==> config.mk <==
export PLATFORM = sky130hd
export DESIGN_NAME = countdown_timer
export DESIGN_NICKNAME = d
export VERILOG_FILES = /design/src/rtl/countdown_timer.sv
export SDC_FILE = /design/constraint.sdc
export NUM_CORES = 1
export LEC_CHECK = 0
export CAP_MARGIN = 5
export CORE_AREA = 2 2 67 69
export CTS_BUF_LIST = sky130_fd_sc_hd__clkbuf_8 sky130_fd_sc_hd__clkbuf_16
export DETAILED_ROUTE_END_ITERATION = 10
export DIE_AREA = 0 0 69 71
export GPL_ROUTABILITY_DRIVEN = 1
export GPL_TIMING_DRIVEN = 0
export PLACE_DENSITY = 0.61
export SLEW_MARGIN = 20
export SYNTH_ARGS = -nofsm -noshare
export SYNTH_HDL_FRONTEND = slang
export SYNTH_SLANG_ARGS = --single-unit
==> constraint.sdc <==
create_clock -name clk -period 3.45 [get_ports clk]
set_input_delay 0.69 -clock clk [delete_from_list [all_inputs] [get_ports clk]]
set_output_delay 0.69 -clock clk [all_outputs]
set_load 0.005 [all_outputs]
==> src/rtl/countdown_timer.sv <==
// BCD MM:SS countdown timer with load validation, start/stop/clear control
// and a one-cycle alarm when the count reaches 00:00.
module countdown_timer (
    input  logic       clk,
    input  logic       rstn,
    input  logic       tick,
    input  logic       load,
    input  logic [3:0] ld_minH,
    input  logic [3:0] ld_minL,
    input  logic [3:0] ld_secH,
    input  logic [3:0] ld_secL,
    input  logic       start,
    input  logic       stop,
    input  logic       clear,
    output logic [3:0] minH,
    output logic [3:0] minL,
    output logic [3:0] secH,
    output logic [3:0] secL,
    output logic       running,
    output logic       done,
    output logic       alarm,
    output logic       load_err
);

    localparam logic [1:0] IDLE  = 2'd0;
    localparam logic [1:0] RUN   = 2'd1;
    localparam logic [1:0] PAUSE = 2'd2;
    localparam logic [1:0] DONE  = 2'd3;

    logic [1:0] state, state_nxt;
    logic [3:0] min_h_nxt, min_l_nxt, sec_h_nxt, sec_l_nxt;
    logic       alarm_nxt, load_err_nxt;

    logic       ld_valid, is_zero, dec_zero;
    logic [3:0] dec_min_h, dec_min_l, dec_sec_h, dec_sec_l;

    assign ld_valid = (ld_minH <= 4'd5) && (ld_minL <= 4'd9) &&
                      (ld_secH <= 4'd5) && (ld_secL <= 4'd9);
    assign is_zero  = (minH == 4'd0) && (minL == 4'd0) &&
                      (secH == 4'd0) && (secL == 4'd0);

    // One-second decrement with borrow chain; only used in RUN, where the
    // value is never 00:00, so the minute borrow cannot underflow.
    always_comb begin
        dec_min_h = minH;
        dec_min_l = minL;
        dec_sec_h = secH;
        dec_sec_l = secL;
        if (secL != 4'd0) begin
            dec_sec_l = secL - 4'd1;
        end else if (secH != 4'd0) begin
            dec_sec_l = 4'd9;
            dec_sec_h = secH - 4'd1;
        end else begin
            dec_sec_l = 4'd9;
            dec_sec_h = 4'd5;
            if (minL != 4'd0) begin
                dec_min_l = minL - 4'd1;
            end else begin
                dec_min_l = 4'd9;
                dec_min_h = minH - 4'd1;
            end
        end
    end

    assign dec_zero = (dec_min_h == 4'd0) && (dec_min_l == 4'd0) &&
                      (dec_sec_h == 4'd0) && (dec_sec_l == 4'd0);

    // NOTE: every next-state signal gets a default first so no path leaves it unassigned (no latches).
    always_comb begin
        state_nxt    = state;
        min_h_nxt    = minH;
        min_l_nxt    = minL;
        sec_h_nxt    = secH;
        sec_l_nxt    = secL;
        alarm_nxt    = 1'b0;
        load_err_nxt = 1'b0;
        if (clear) begin
            state_nxt = IDLE;
            min_h_nxt = 4'd0;
            min_l_nxt = 4'd0;
            sec_h_nxt = 4'd0;
            sec_l_nxt = 4'd0;
        end else if (load) begin
            if (state != RUN) begin
                if (ld_valid) begin
                    state_nxt = IDLE;
                    min_h_nxt = ld_minH;
                    min_l_nxt = ld_minL;
                    sec_h_nxt = ld_secH;
                    sec_l_nxt = ld_secL;
                end else begin
                    load_err_nxt = 1'b1;
                end
            end
        end else if (stop) begin
            if (state == RUN) state_nxt = PAUSE;
        end else if (start) begin
            if ((state == IDLE || state == PAUSE) && !is_zero) state_nxt = RUN;
        end else if (tick && state == RUN) begin
            min_h_nxt = dec_min_h;
            min_l_nxt = dec_min_l;
            sec_h_nxt = dec_sec_h;
            sec_l_nxt = dec_sec_l;
            if (dec_zero) begin
                state_nxt = DONE;
                alarm_nxt = 1'b1;
            end
        end
    end

    // NOTE: sequential state uses non-blocking assignments so all registers update together.
    always_ff @(posedge clk or negedge rstn) begin
        if (!rstn) begin
            state    <= IDLE;
            minH     <= 4'd0;
            minL     <= 4'd0;
            secH     <= 4'd0;
            secL     <= 4'd0;
            alarm    <= 1'b0;
            load_err <= 1'b0;
        end else begin
            state    <= state_nxt;
            minH     <= min_h_nxt;
            minL     <= min_l_nxt;
            secH     <= sec_h_nxt;
            secL     <= sec_l_nxt;
            alarm    <= alarm_nxt;
            load_err <= load_err_nxt;
        end
    end

    assign running = (state == RUN);
    assign done    = (state == DONE);

endmodule

==> PnR_summary.wiki, run 1 <==
{| class="wikitable"
! Metric !! Value
|-
| Dpl cells || ~260
|-
| Highest fanout seen on the critical path || 10
|-
| Nets in the synthesized netlist || between 150 and 200
|-
| Path category of the worst min-delay check || reg2reg
|-
| Synth Flop Type || sky130_fd_sc_hd__dfrtp_1
|-
| Clock buffers created by TritonCTS || 3
|-
| Final max-slew violation count || 0
|-
| Detailed-routing iteration count for the pre-antenna-repair pass || 4
|-
| Clk Tree Root Cell || sky130_fd_sc_hd__clkbuf_8
|-
| Number of global-route vias before repair || 1420
|-
| Layout cells sized above 1 || 0.0787
|-
| Worst EP required || 3.58 ns
|-
| Final setup skew || 0.00241 ns
|-
| Resize count post-CTS || 0
|-
| Iteration-0 DRC Markers || ~100
|-
| Area share of the largest cell type after synthesis || 0.356
|-
| Worst reg2reg setup slack || between 1 and 1.5 ns
|-
| Number of instances on the worst hold path || 1
|-
| Setup Total Neg Slack || 0 ns
|-
| Reported max-cap violation count || 0
|-
| Status || finished, final reports clean
|-
| Post-route minimum period || 2.60 ns
|-
| Maximum buffer depth of the clock tree || 2
|-
| Actual transition at the worst max-transition pin || between 0.9 and 1 ns
|-
| Multi-input combinational cell area || approximately 820 sq um
|-
| Cell taking the most area after synthesis || sky130_fd_sc_hd__dfrtp_1
|-
| Tcrit/Tclk final || 0.755
|-
| Total detailed-routing wirelength || roughly 4400 microns
|-
| Number of primary I/O pins || between 40 and 50
|-
| Remaining number of nets flagged by the antenna check after routing || 0
|-
| Die extent in x || 69 microns
|-
| Hold Fails Final Rpt || 0
|-
| Cell Rows || 24
|-
| Cell Area, Synth || 1410 sq um
|-
| Number of enable-type register cells in the synthesized netlist || 0
|-
| Effective utilization at floorplan || 0.335
|-
| FF/Latch Area || 500 sq um
|-
| Share of async-settable or async-resettable flops after synthesis || 1.00
|-
| Number of setup violations in the final report || 0
|-
| Vias per cell || 5.68
|-
| Ranking of synthesized cells by instance count || sky130_fd_sc_hd__nor2_1 (24), sky130_fd_sc_hd__o21ai_0 (21), sky130_fd_sc_hd__dfrtp_1 (20), sky130_fd_sc_hd__a21oi_1 (12), sky130_fd_sc_hd__nand2_1 (10)
|-
| Post-route DRC violation count || 0
|-
| Post-cts hold buffer count || 0
|-
| Crit path launch type || primary input
|-
| Total of fill cells in the finished design || between 400 and 500
|-
| Final cell count without fillers || 268
|-
| Relative max-transition margin || 0.364
|-
| CTS tree || built
|-
| Global route overflow || 0
|-
| Leak || between 0.7 and 0.8 nW
|-
| Synthesis-to-finish area growth || 37.7%
|-
| Pwr per Cell Area || between 300 and 400 nW/um^2
|-
| Via count || about 1500
|-
| CTS clk-pin slew, worst paths || 0.08 ns
|-
| Number of nets in the layout || between 200 and 250
|-
| Count of cells along the worst register-to-register path || 7
|-
| Count of warnings emitted by yosys || 0
|-
| Maximum number of pins on one net before global-route repair || 21
|-
| Kind of end point of the critical path || flop
|-
| Count of input and output buffers || between 40 and 50
|-
| Top area cells in the synthesized netlist || sky130_fd_sc_hd__dfrtp_1 (36%), sky130_fd_sc_hd__o21ai_0 (7.5%), sky130_fd_sc_hd__nor2_1 (6.4%)
|-
| Most frequent cell after synthesis || sky130_fd_sc_hd__nor2_1
|-
| GR Util All Layers || 0.181
|-
| Proportion of synthesized chip area in sequential cells || 0.356
|-
| Number of setup buffers added after CTS || 0
|-
| Post-synthesis sequential element count || 20
|-
| RD Place Congestion || a little under 0.9
|-
| Area of the core region || 4200 sq um
|-
| First-pass GRT wire length || slightly above 7000 microns
|-
| Yosys cell types || between 40 and 50
|-
| DP HPWL || 3220 microns
|-
| Unrepaired setup endpoints after global routing || false
|-
| Detail-routed net length per standard cell || about 16 microns
|-
| Highest clock frequency the design can meet || about 380 MHz
|-
| Clock latency at the later pin of the worst-skew pair || between 0.2 and 0.3 ns
|-
| Die area || 4900 sq um
|-
| Maximum VDD drop || roughly 0.00016 V
|-
| Arrival time of the worst setup path || about 2.7 ns
|-
| CTS sink cnt || 20
|-
| Number of H-tree branching levels || 1
|-
| Cells after Synth || about 170
|-
| Avg Synthesized Cell Area || 8.22 sq um
|-
| Number of antenna violations at the first check in global routing || 0
|-
| Vertical die dimension || approximately 71 microns
|-
| Utilization after layout || 0.461
|-
| Category of the most critical setup path || in2reg
|-
| Final antenna diode count || 0
|}
per-layer routing:
layer,GRT usage,part of all wire,wire (microns)
met1,0.246,0.46,2030
met2,0.293,0.46,2040
met4,0.0871,0.024,107
met3,0.0171,0.048,213
met5,0,0,0
cells by family (layout without fill, tap and decap cells):
| family | Yosys count | count (layout) | share of synthesized area |
|---|---|---|---|
| AND/OR/NAND/NOR | 68 | 68 | 0.271 |
| XOR/XNOR | 1 | 1 | 0.00623 |
| flip-flops | 20 | 20 | 0.356 |
| AO/OA/AOI/OAI | 61 | 61 | 0.282 |
| multiplexers | 1 | 1 | 0.00712 |
| adder cells (fa/ha/maj) | 2 | 2 | 0.0178 |
| buffers and inverters | 18 | 63 | 0.0596 |
per-stage QoR:
step	setup WS [ns]	power, mW	hold slack (ns)	instance area, sq um
after global routing	0.687	0.817	0.584	1940
after CTS	0.822	0.769	0.572	1940
after floorplan	1.41	0.456	0.394	1410
after global placement	0.540	0.582	0.551	1880
after detailed placement	0.545	0.585	0.551	1880
final	0.846	0.765	0.567	1940
worst paths after layout:
path | endpoint | from
hold / removal | secH[3]$_DFFE_PN0P_ | secH[3]$_DFFE_PN0P_
min in group asynchronous | minL[0]$_DFFE_PN0P_ | rstn
setup / recovery | minL[0]$_DFFE_PN0P_ | ld_minH[1]
setup reg to reg | alarm$_DFF_PN0_ | secL[0]$_DFFE_PN0P_
hold reg to reg | secH[3]$_DFFE_PN0P_ | secH[3]$_DFFE_PN0P_
max in group asynchronous | minH[0]$_DFFE_PN0P_ | rstn
sequential cells by signal, indices dropped and copies added (netlist names):
| register | flops |
|---|---|
| state | 2 |
| load_err | 1 |
| secL | 4 |
| secH | 4 |
| minL | 4 |
| alarm | 1 |
| minH | 4 |
critical path, cell delays in order:
cell	delay, ns
sky130_fd_sc_hd__clkdlybuf4s50_1	0.43
sky130_fd_sc_hd__a211oi_1	0.34
sky130_fd_sc_hd__nand4_1	0.24
sky130_fd_sc_hd__o31a_1	0.41
sky130_fd_sc_hd__clkbuf_1	0.29
sky130_fd_sc_hd__o21ai_0	0.22
sky130_fd_sc_hd__o21ai_0	0.11
report_power, final:
part / switching [mW] / total, mW / internal (mW) / leakage, nW
logic: 0.141 / 0.284 / 0.144 / 0.466
registers: 0.0390 / 0.298 / 0.258 / 0.266
clock network: 0.0812 / 0.183 / 0.102 / 0.0288
total: 0.261 / 0.765 / 0.504 / 0.761
layout by cell type, fill, tap and decap left out, drive strengths merged, types with 2 or more instances in the layout:
| cell | Yosys | routed |
|---|---|---|
| nor3 | 7 | 7 |
| buf | 3 | 3 |
| nand4 | 5 | 5 |
| or2 | 3 | 3 |
| o31ai | 2 | 2 |
| nand2 | 10 | 10 |
| a32oi | 2 | 2 |
| a211oi | 4 | 4 |
| inv | 6 | 6 |
| o41ai | 2 | 2 |
| ha | 2 | 2 |
| a21oi | 12 | 12 |
| o31a | 2 | 2 |
| clkdlybuf4s50 | 0 | 41 |
| dfrtp | 20 | 20 |
| o21ai | 21 | 21 |
| a22o | 3 | 3 |
| clkbuf | 9 | 13 |
| a211o | 2 | 2 |
| nor2b | 3 | 3 |
| or4 | 3 | 3 |
| a31oi | 3 | 3 |
| and4 | 2 | 2 |
| nor2 | 24 | 24 |
| nor4 | 3 | 3 |
area by class of cell:
class,instances,area share
inverter,6,0.0116
tap,52,0.0336
multi-input combinational,133,0.424
clock buffer,4,0.0284
sequential,20,0.258
timing repair buffer,41,0.212
buffer,12,0.0317
(Power assumes the default switching activity.)
==> inputs of run 2 (changes only) <==
--- a/config.mk
+++ b/config.mk
@@ -12,7 +12,7 @@
 export DIE_AREA = 0 0 69 71
 export GPL_ROUTABILITY_DRIVEN = 1
 export GPL_TIMING_DRIVEN = 0
-export PLACE_DENSITY = 0.61
+export PLACE_DENSITY = 0.63
 export SLEW_MARGIN = 20
 export SYNTH_ARGS = -nofsm -noshare
 export SYNTH_HDL_FRONTEND = slang
==> constraint.sdc (replaced) <==
create_clock -name clk -period 2.15 [get_ports clk]
set_input_delay 0.43 -clock clk [delete_from_list [all_inputs] [get_ports clk]]
set_output_delay 0.43 -clock clk [all_outputs]
set_load 0.005 [all_outputs]
==> run 2 against run 1 <==
Against the previous run: non-clock buffer count rose by 7; clock-buffer cell count decreased by 1; setup slack got worse by 0.79 ns; register-to-register slack got worse by 1.1 ns; sequential power increased by 60%; hold slack improved by 0.023 ns; first-iteration DRC count rose by 18%; clock skew about the same; largest power group is now combinational logic.
==> PnR_summary.wiki, run 2 (synthesis results as in run 1) <==
{| class="wikitable"
! Metric !! Value
|-
| Kind of end point of the critical path || flop
|-
| Highest clock frequency the design can meet || about 480 MHz
|-
| Relative max-transition margin || 0.369
|-
| Area of the core region || ~4200 sq um
|-
| Fraction of power consumed by combinational cells || 0.401
|-
| Worst reg2reg setup slack || 0.10 ns
|-
| Dpl cells || around 260
|-
| Maximum VDD drop || 0.000218 V
|-
| Category of the most critical setup path || in2reg
|-
| Status || finished, final reports clean
|-
| Count of input and output buffers || 41
|-
| Crit. Startpoint || ld_secL[2]
|-
| Origin of the worst min-delay path || minL[3]$_DFFE_PN0P_
|-
| Internal power || a little under 800 uW
|-
| Leading cell type in the layout, fill and taps excluded || sky130_fd_sc_hd__clkdlybuf4s50_1
|-
| Number of antenna violations at the first check in global routing || 0
|-
| Clock latency at the later pin of the worst-skew pair || 0.26 ns
|-
| Worst Hold Path EP || minL[3]$_DFFE_PN0P_
|-
| Switching power summed over all nets || 424 uW
|-
| Die extent in x || 69 microns
|-
| Pwr per Cell Area || between 600 and 700 nW/um^2
|-
| Number of nets in the layout || approximately 250
|-
| Cell Rows || 24
|-
| Worst EP required || 2.34 ns
|-
| Number of H-tree branching levels || 1
|-
| Power share of the sequential group || 0.392
|-
| CTS tree || built
|-
| Clk network pwr share || 0.207
|-
| Effective utilization at floorplan || 0.335
|-
| Sum of internal, switching and leakage power || approximately 1.2 mW
|-
| Post-route minimum period || about 2.1 ns
|-
| Global route overflow || 0
|-
| Leak || roughly 0.80 nW
|-
| Remaining number of nets flagged by the antenna check after routing || 0
|-
| Grt met1 use || 0.257
|-
| Maximum number of pins on one net before global-route repair || 21
|-
| DP HPWL || ~3100 microns
|-
| Clock buffers created by TritonCTS || 3
|-
| Synthesis-to-finish area growth || 42.8%
|-
| Worst reg2reg path endpoint || secH[1]$_DFFE_PN0P_
|-
| Switching portion of total power || 0.348
|-
| Detailed-routing iteration count for the pre-antenna-repair pass || 4
|-
| Highest fanout seen on the critical path || 6
|-
| Global routing met3 resource utilization || 0.0313
|-
| Iteration-0 DRC Markers || about 120
|-
| Via count || around 1600
|-
| Count of cells along the worst register-to-register path || 5
|-
| Clk Tree Root Cell || sky130_fd_sc_hd__clkbuf_8
|-
| Reported max-cap violation count || 0
|-
| Maximum buffer depth of the clock tree || 2
|-
| Number of global-route vias before repair || 1446
|-
| GR Util All Layers || 0.179
|-
| Total of fill cells in the finished design || 424
|-
| Setup Total Neg Slack || 0 ns
|-
| Vias per cell || ~5.7
|-
| Layout cells sized above 1 || 0.144
|-
| Path category of the worst min-delay check || reg2reg
|-
| Post-cts hold buffer count || 0
|-
| Actual transition at the worst max-transition pin || around 0.94 ns
|-
| Final cell count without fillers || about 270
|-
| Detail-routed net length per standard cell || between 15 and 20 microns
|-
| RD Place Congestion || just over 0.8
|-
| Final max-slew violation count || 0
|-
| Final setup skew || about 0.0027 ns
|-
| CTS clk-pin slew, worst paths || approximately 0.07 ns
|-
| Final antenna diode count || 0
|-
| Tcrit/Tclk final || 0.974
|-
| Arrival time of the worst setup path || roughly 2.3 ns
|-
| Reg-to-reg critical path startpoint || secL[2]$_DFFE_PN0P_
|-
| Crit path launch type || primary input
|-
| Global-route track usage on met2 || 0.265
|-
| Utilization after layout || 0.478
|-
| Hold Fails Final Rpt || 0
|-
| Number of setup violations in the final report || 0
|-
| Post-route DRC violation count || 0
|-
| First-pass GRT wire length || between 7000 and 8000 microns
|-
| Busiest layer in global routing || met2
|-
| Most frequent cells in the layout || sky130_fd_sc_hd__clkdlybuf4s50_1 (41), sky130_fd_sc_hd__nor2_1 (24), sky130_fd_sc_hd__o21ai_0 (21)
|-
| CTS sink cnt || 20
|-
| Die area || roughly 4900 sq um
|-
| Number of instances on the worst hold path || 1
|-
| Total detailed-routing wirelength || around 4400 microns
|-
| Number of primary I/O pins || 43
|-
| Vertical die dimension || 71 microns
|}
-- run 2: cell type report --
type / instances / area (sq um) / share of cell area
Sequential cell: 20 / 503 / 0.250
Inverter: 6 / 22.5 / 0.0112
Clock buffer: 3 / 41.3 / 0.0206
Multi-Input combinational cell: 133 / 846 / 0.421
Buffer: 12 / 67.6 / 0.0336
Tap cell: 52 / 65.1 / 0.0324
Timing Repair Buffer: 48 / 463 / 0.231
-- run 2: worst max-delay path by stage --
stage | to | cells after the start | slack (ns)
4_1_cts | minL[2]$_DFFE_PN0P_ | 7 | 0.01
3_5_place_dp | minH[3]$_DFFE_PN0P_ | 7 | -0.41
3_3_place_gp | minL[0]$_DFFE_PN0P_ | 7 | -0.47
6_report | minH[0]$_DFFE_PN0P_ | 7 | 0.06
5_1_grt | minH[0]$_DFFE_PN0P_ | 7 | -0.01
2_1_floorplan | alarm$_DFF_PN0_ | 7 | 0.13
-- run 2: critical path, stage by stage --
cell,delay [ns]
sky130_fd_sc_hd__clkdlybuf4s50_1,0.42
sky130_fd_sc_hd__o21ai_0,0.28
sky130_fd_sc_hd__nand4_1,0.17
sky130_fd_sc_hd__o31a_1,0.33
sky130_fd_sc_hd__buf_4,0.16
sky130_fd_sc_hd__or4_1,0.41
sky130_fd_sc_hd__nand4_1,0.09
-- run 2: per-stage QoR --
step / instance area [sq um] / hold slack [ns] / setup WS [ns]
2_1_floorplan: 1410 / 0.134 / 0.133
3_3_place_gp: 1880 / 0.558 / -0.467
3_5_place_dp: 1880 / 0.551 / -0.409
4_1_cts: 1960 / 0.577 / 0.0125
5_1_grt: 2010 / 0.608 / -0.0107
6_report: 2010 / 0.590 / 0.0557
-- run 2: power by group through the flow --
| stage | Combinational [mW] | Sequential, mW | Clock [mW] |
|---|---|---|---|
| 2_1_floorplan | 0.258 | 0.473 | 0 |
| 3_3_place_gp | 0.447 | 0.482 | 0 |
| 3_5_place_dp | 0.453 | 0.481 | 0 |
| 4_1_cts | 0.473 | 0.474 | 0.262 |
| 5_1_grt | 0.535 | 0.487 | 0.274 |
| 6_report | 0.489 | 0.477 | 0.252 |
-- run 2: metal layers --
metal / part of all wire / routed length (microns)
met1: 0.48 / 2110
met2: 0.46 / 2020
met3: 0.039 / 169
met4: 0.018 / 80
met5: 0 / 0
-- run 2: what timing repair did --
action                     in CTS  in global routing
setup buffers                   5                  2
pin swaps                       4                  6
resized for setup               2                 12
setup endpoints to repair      16                 18
==> inputs of run 3 (changes only) <==
--- a/config.mk
+++ b/config.mk
@@ -6,13 +6,13 @@
 export NUM_CORES = 1
 export LEC_CHECK = 0
 export CAP_MARGIN = 5
-export CORE_AREA = 2 2 67 69
+export CORE_AREA = 2 2 74 62
 export CTS_BUF_LIST = sky130_fd_sc_hd__clkbuf_8 sky130_fd_sc_hd__clkbuf_16
 export DETAILED_ROUTE_END_ITERATION = 10
-export DIE_AREA = 0 0 69 71
+export DIE_AREA = 0 0 76 64
 export GPL_ROUTABILITY_DRIVEN = 1
 export GPL_TIMING_DRIVEN = 0
-export PLACE_DENSITY = 0.63
+export PLACE_DENSITY = 0.64
 export SLEW_MARGIN = 20
 export SYNTH_ARGS = -nofsm -noshare
 export SYNTH_HDL_FRONTEND = slang
==> run 3 against run 2 <==
Against the previous run: sequential share of layout area increased by 0.11 points; highest routed layer unchanged; first-iteration DRC count grew 29%; setup slack gained 0.029 ns; die area fell by 0.71%; largest cell class unchanged; clock power rose by 16%; non-clock buffer count down 2; via count is 3.1% lower; critical path depth did not move; power rose by 2.2%.
==> PnR_summary.wiki, run 3 (synthesis results as in run 1) <==
{| class="wikitable"
! Metric !! Value
|-
| Number of antenna violations at the first check in global routing || 0
|-
| CTS sink cnt || 20
|-
| Number of global-route vias before repair || around 1400
|-
| Path category of the worst min-delay check || in2async
|-
| Layout cells sized above 1 || 0.136
|-
| Worst EP required || approximately 2.3 ns
|-
| Vertical die dimension || 64 microns
|-
| Worst Setup Slack post-DPL || -0.487 ns
|-
| Hold Fails Final Rpt || 0
|-
| Area of placed instances || between 1500 and 2000 sq um
|-
| Highest fanout seen on the critical path || 7
|-
| Leading cell type in the layout, fill and taps excluded || sky130_fd_sc_hd__clkdlybuf4s50_1
|-
| Minimum setup slack in the final design || around 0.085 ns
|-
| Crit path launch type || primary input
|-
| Kind of end point of the critical path || flop
|-
| Area of the core region || ~4100 sq um
|-
| Crit path capture || minL[3]$_DFFE_PN0P_
|-
| Final max-slew violation count || 0
|-
| Remaining number of nets flagged by the antenna check after routing || 0
|-
| First-pass GRT wire length || between 7000 and 8000 microns
|-
| Count of cells along the worst register-to-register path || 6
|-
| Cells traversed along the worst timing path || clkdlybuf4s50_1, a211oi_2, nand4_1, o31a_1, buf_4, o21bai_1, a22o_1
|-
| Vias per cell || approximately 5.5
|-
| Relative max-transition margin || 0.650
|-
| DP HPWL || 3130 microns
|-
| Wire length the detailed router placed on met1 || between 2000 and 2500 microns
|-
| Sum of internal, switching and leakage power || roughly 1.2 mW
|-
| Reg-to-reg critical path startpoint || secL[0]$_DFFE_PN0P_
|-
| Area of all placed cells without fillers || roughly 2000 sq um
|-
| Post-route DRC violation count || 0
|-
| Crit. Startpoint || ld_minH[2]
|-
| Reported max-cap violation count || 0
|-
| Detail-routed net length per standard cell || around 16 microns
|-
| Leak || between 0.7 and 0.8 nW
|-
| Worst-path cell with the longest stage delay || sky130_fd_sc_hd__clkdlybuf4s50_1
|-
| RD Place Congestion || between 0.8 and 0.9
|-
| Maximum VDD drop || approximately 0.00030 V
|-
| Pwr per Cell Area || a little over 600 nW/um^2
|-
| Clock buffers created by TritonCTS || 3
|-
| Maximum number of pins on one net before global-route repair || 21
|-
| Clock latency at the later pin of the worst-skew pair || roughly 0.26 ns
|-
| Number of H-tree branching levels || 1
|-
| Unrepaired setup endpoints after global routing || true
|-
| Number of primary I/O pins || 43
|-
| Tcrit/Tclk final || 0.961
|-
| Peak per-stage delay on the critical path || about 0.45 ns
|-
| GR Util All Layers || 0.181
|-
| Cell Rows || 21
|-
| CTS clk-pin slew, worst paths || roughly 0.070 ns
|-
| Worst reg2reg path endpoint || secH[1]$_DFFE_PN0P_
|-
| Utilization after layout || 0.491
|-
| Detailed-routing iteration count for the pre-antenna-repair pass || 4
|-
| Most frequent cells in the layout || sky130_fd_sc_hd__clkdlybuf4s50_1 (40), sky130_fd_sc_hd__nor2_1 (24), sky130_fd_sc_hd__o21ai_0 (20)
|-
| Die extent in x || about 76 microns
|-
| Highest clock frequency the design can meet || about 480 MHz
|-
| Setup Total Neg Slack || 0 ns
|-
| Hold WS || 0.113 ns
|-
| Count of input and output buffers || ~40
|-
| Final cell count without fillers || ~280
|-
| Clk Tree Root Cell || sky130_fd_sc_hd__clkbuf_8
|-
| Met3 wire length || about 250 microns
|-
| CTS tree || built
|-
| Die area || between 4000 and 5000 sq um
|-
| Final setup skew || between 0.001 and 0.0015 ns
|-
| Met2 routed wirelength || about 1800 microns
|-
| Highest signal layer in the routed design || met4
|-
| Dpl cells || 269
|-
| Actual transition at the worst max-transition pin || 0.525 ns
|-
| Status || finished, final reports clean
|-
| Worst reg2reg setup slack || about 0.090 ns
|-
| Global route overflow || 0
|-
| Synthesis-to-finish area growth || 42.2%
|-
| Maximum buffer depth of the clock tree || 2
|-
| Number of setup violations in the final report || 0
|-
| Post-route minimum period || ~2.1 ns
|-
| Iteration-0 DRC Markers || about 160
|-
| Total detailed-routing wirelength || approximately 4300 microns
|-
| Category of the most critical setup path || in2reg
|-
| Via count || between 1500 and 2000
|-
| Number of nets in the layout || 247
|-
| Final antenna diode count || 0
|-
| Arrival time of the worst setup path || ~2.2 ns
|-
| Effective utilization at floorplan || 0.345
|}
run 3: power breakdown:
part | internal (mW) | switching (mW) | leakage (nW)
clock | 0.163 | 0.129 | 0.0288
combinational | 0.246 | 0.229 | 0.506
sequential | 0.416 | 0.0623 | 0.263
run 3: timing repair:
action | 4_1_cts | 5_1_grt
pin swaps | 4 | 4
setup buffers | 4 | 1
hold endpoints to repair | 0 | 0
setup endpoints to repair | 16 | 17
hold buffers | 0 | 0
resized for setup | 4 | 11
run 3: area by class of cell:
type / instances / area, sq um
Clock buffer: 4 / 55.1
Multi-Input combinational cell: 133 / 836
Fill cell: 392 / 2070
Buffer: 12 / 68.8
Timing Repair Buffer: 46 / 443
Tap cell: 57 / 71.3
Sequential cell: 20 / 503
Inverter: 6 / 22.5
run 3: layer usage:
metal,global-route usage,up-vias
li1,-,746
met1,0.276,720
met2,0.261,50
met3,0.0438,4
met4,0.0318,0
met5,0,-
run 3: worst min-delay path by stage:
stage | start | to | slack [ns] | cells past startpoint
after floorplan | rstn | alarm$_DFF_PN0_ | 0.13 | 0
after global placement | secH[3]$_DFFE_PN0P_ | secH[3]$_DFFE_PN0P_ | 0.56 | 1
after detailed placement | secH[3]$_DFFE_PN0P_ | secH[3]$_DFFE_PN0P_ | 0.55 | 1
after CTS | stop | alarm$_DFF_PN0_ | 0.54 | 2
after global routing | rstn | state[0]$_DFFE_PN0P_ | 0.16 | 1
final | rstn | minH[3]$_DFFE_PN0P_ | 0.11 | 1
run 3: worst max-delay path: cells and delay by family:
kind            cells  cell delay, ns
buf+inv             2            0.63
compound gates      4            1.01
simple gates        1            0.15
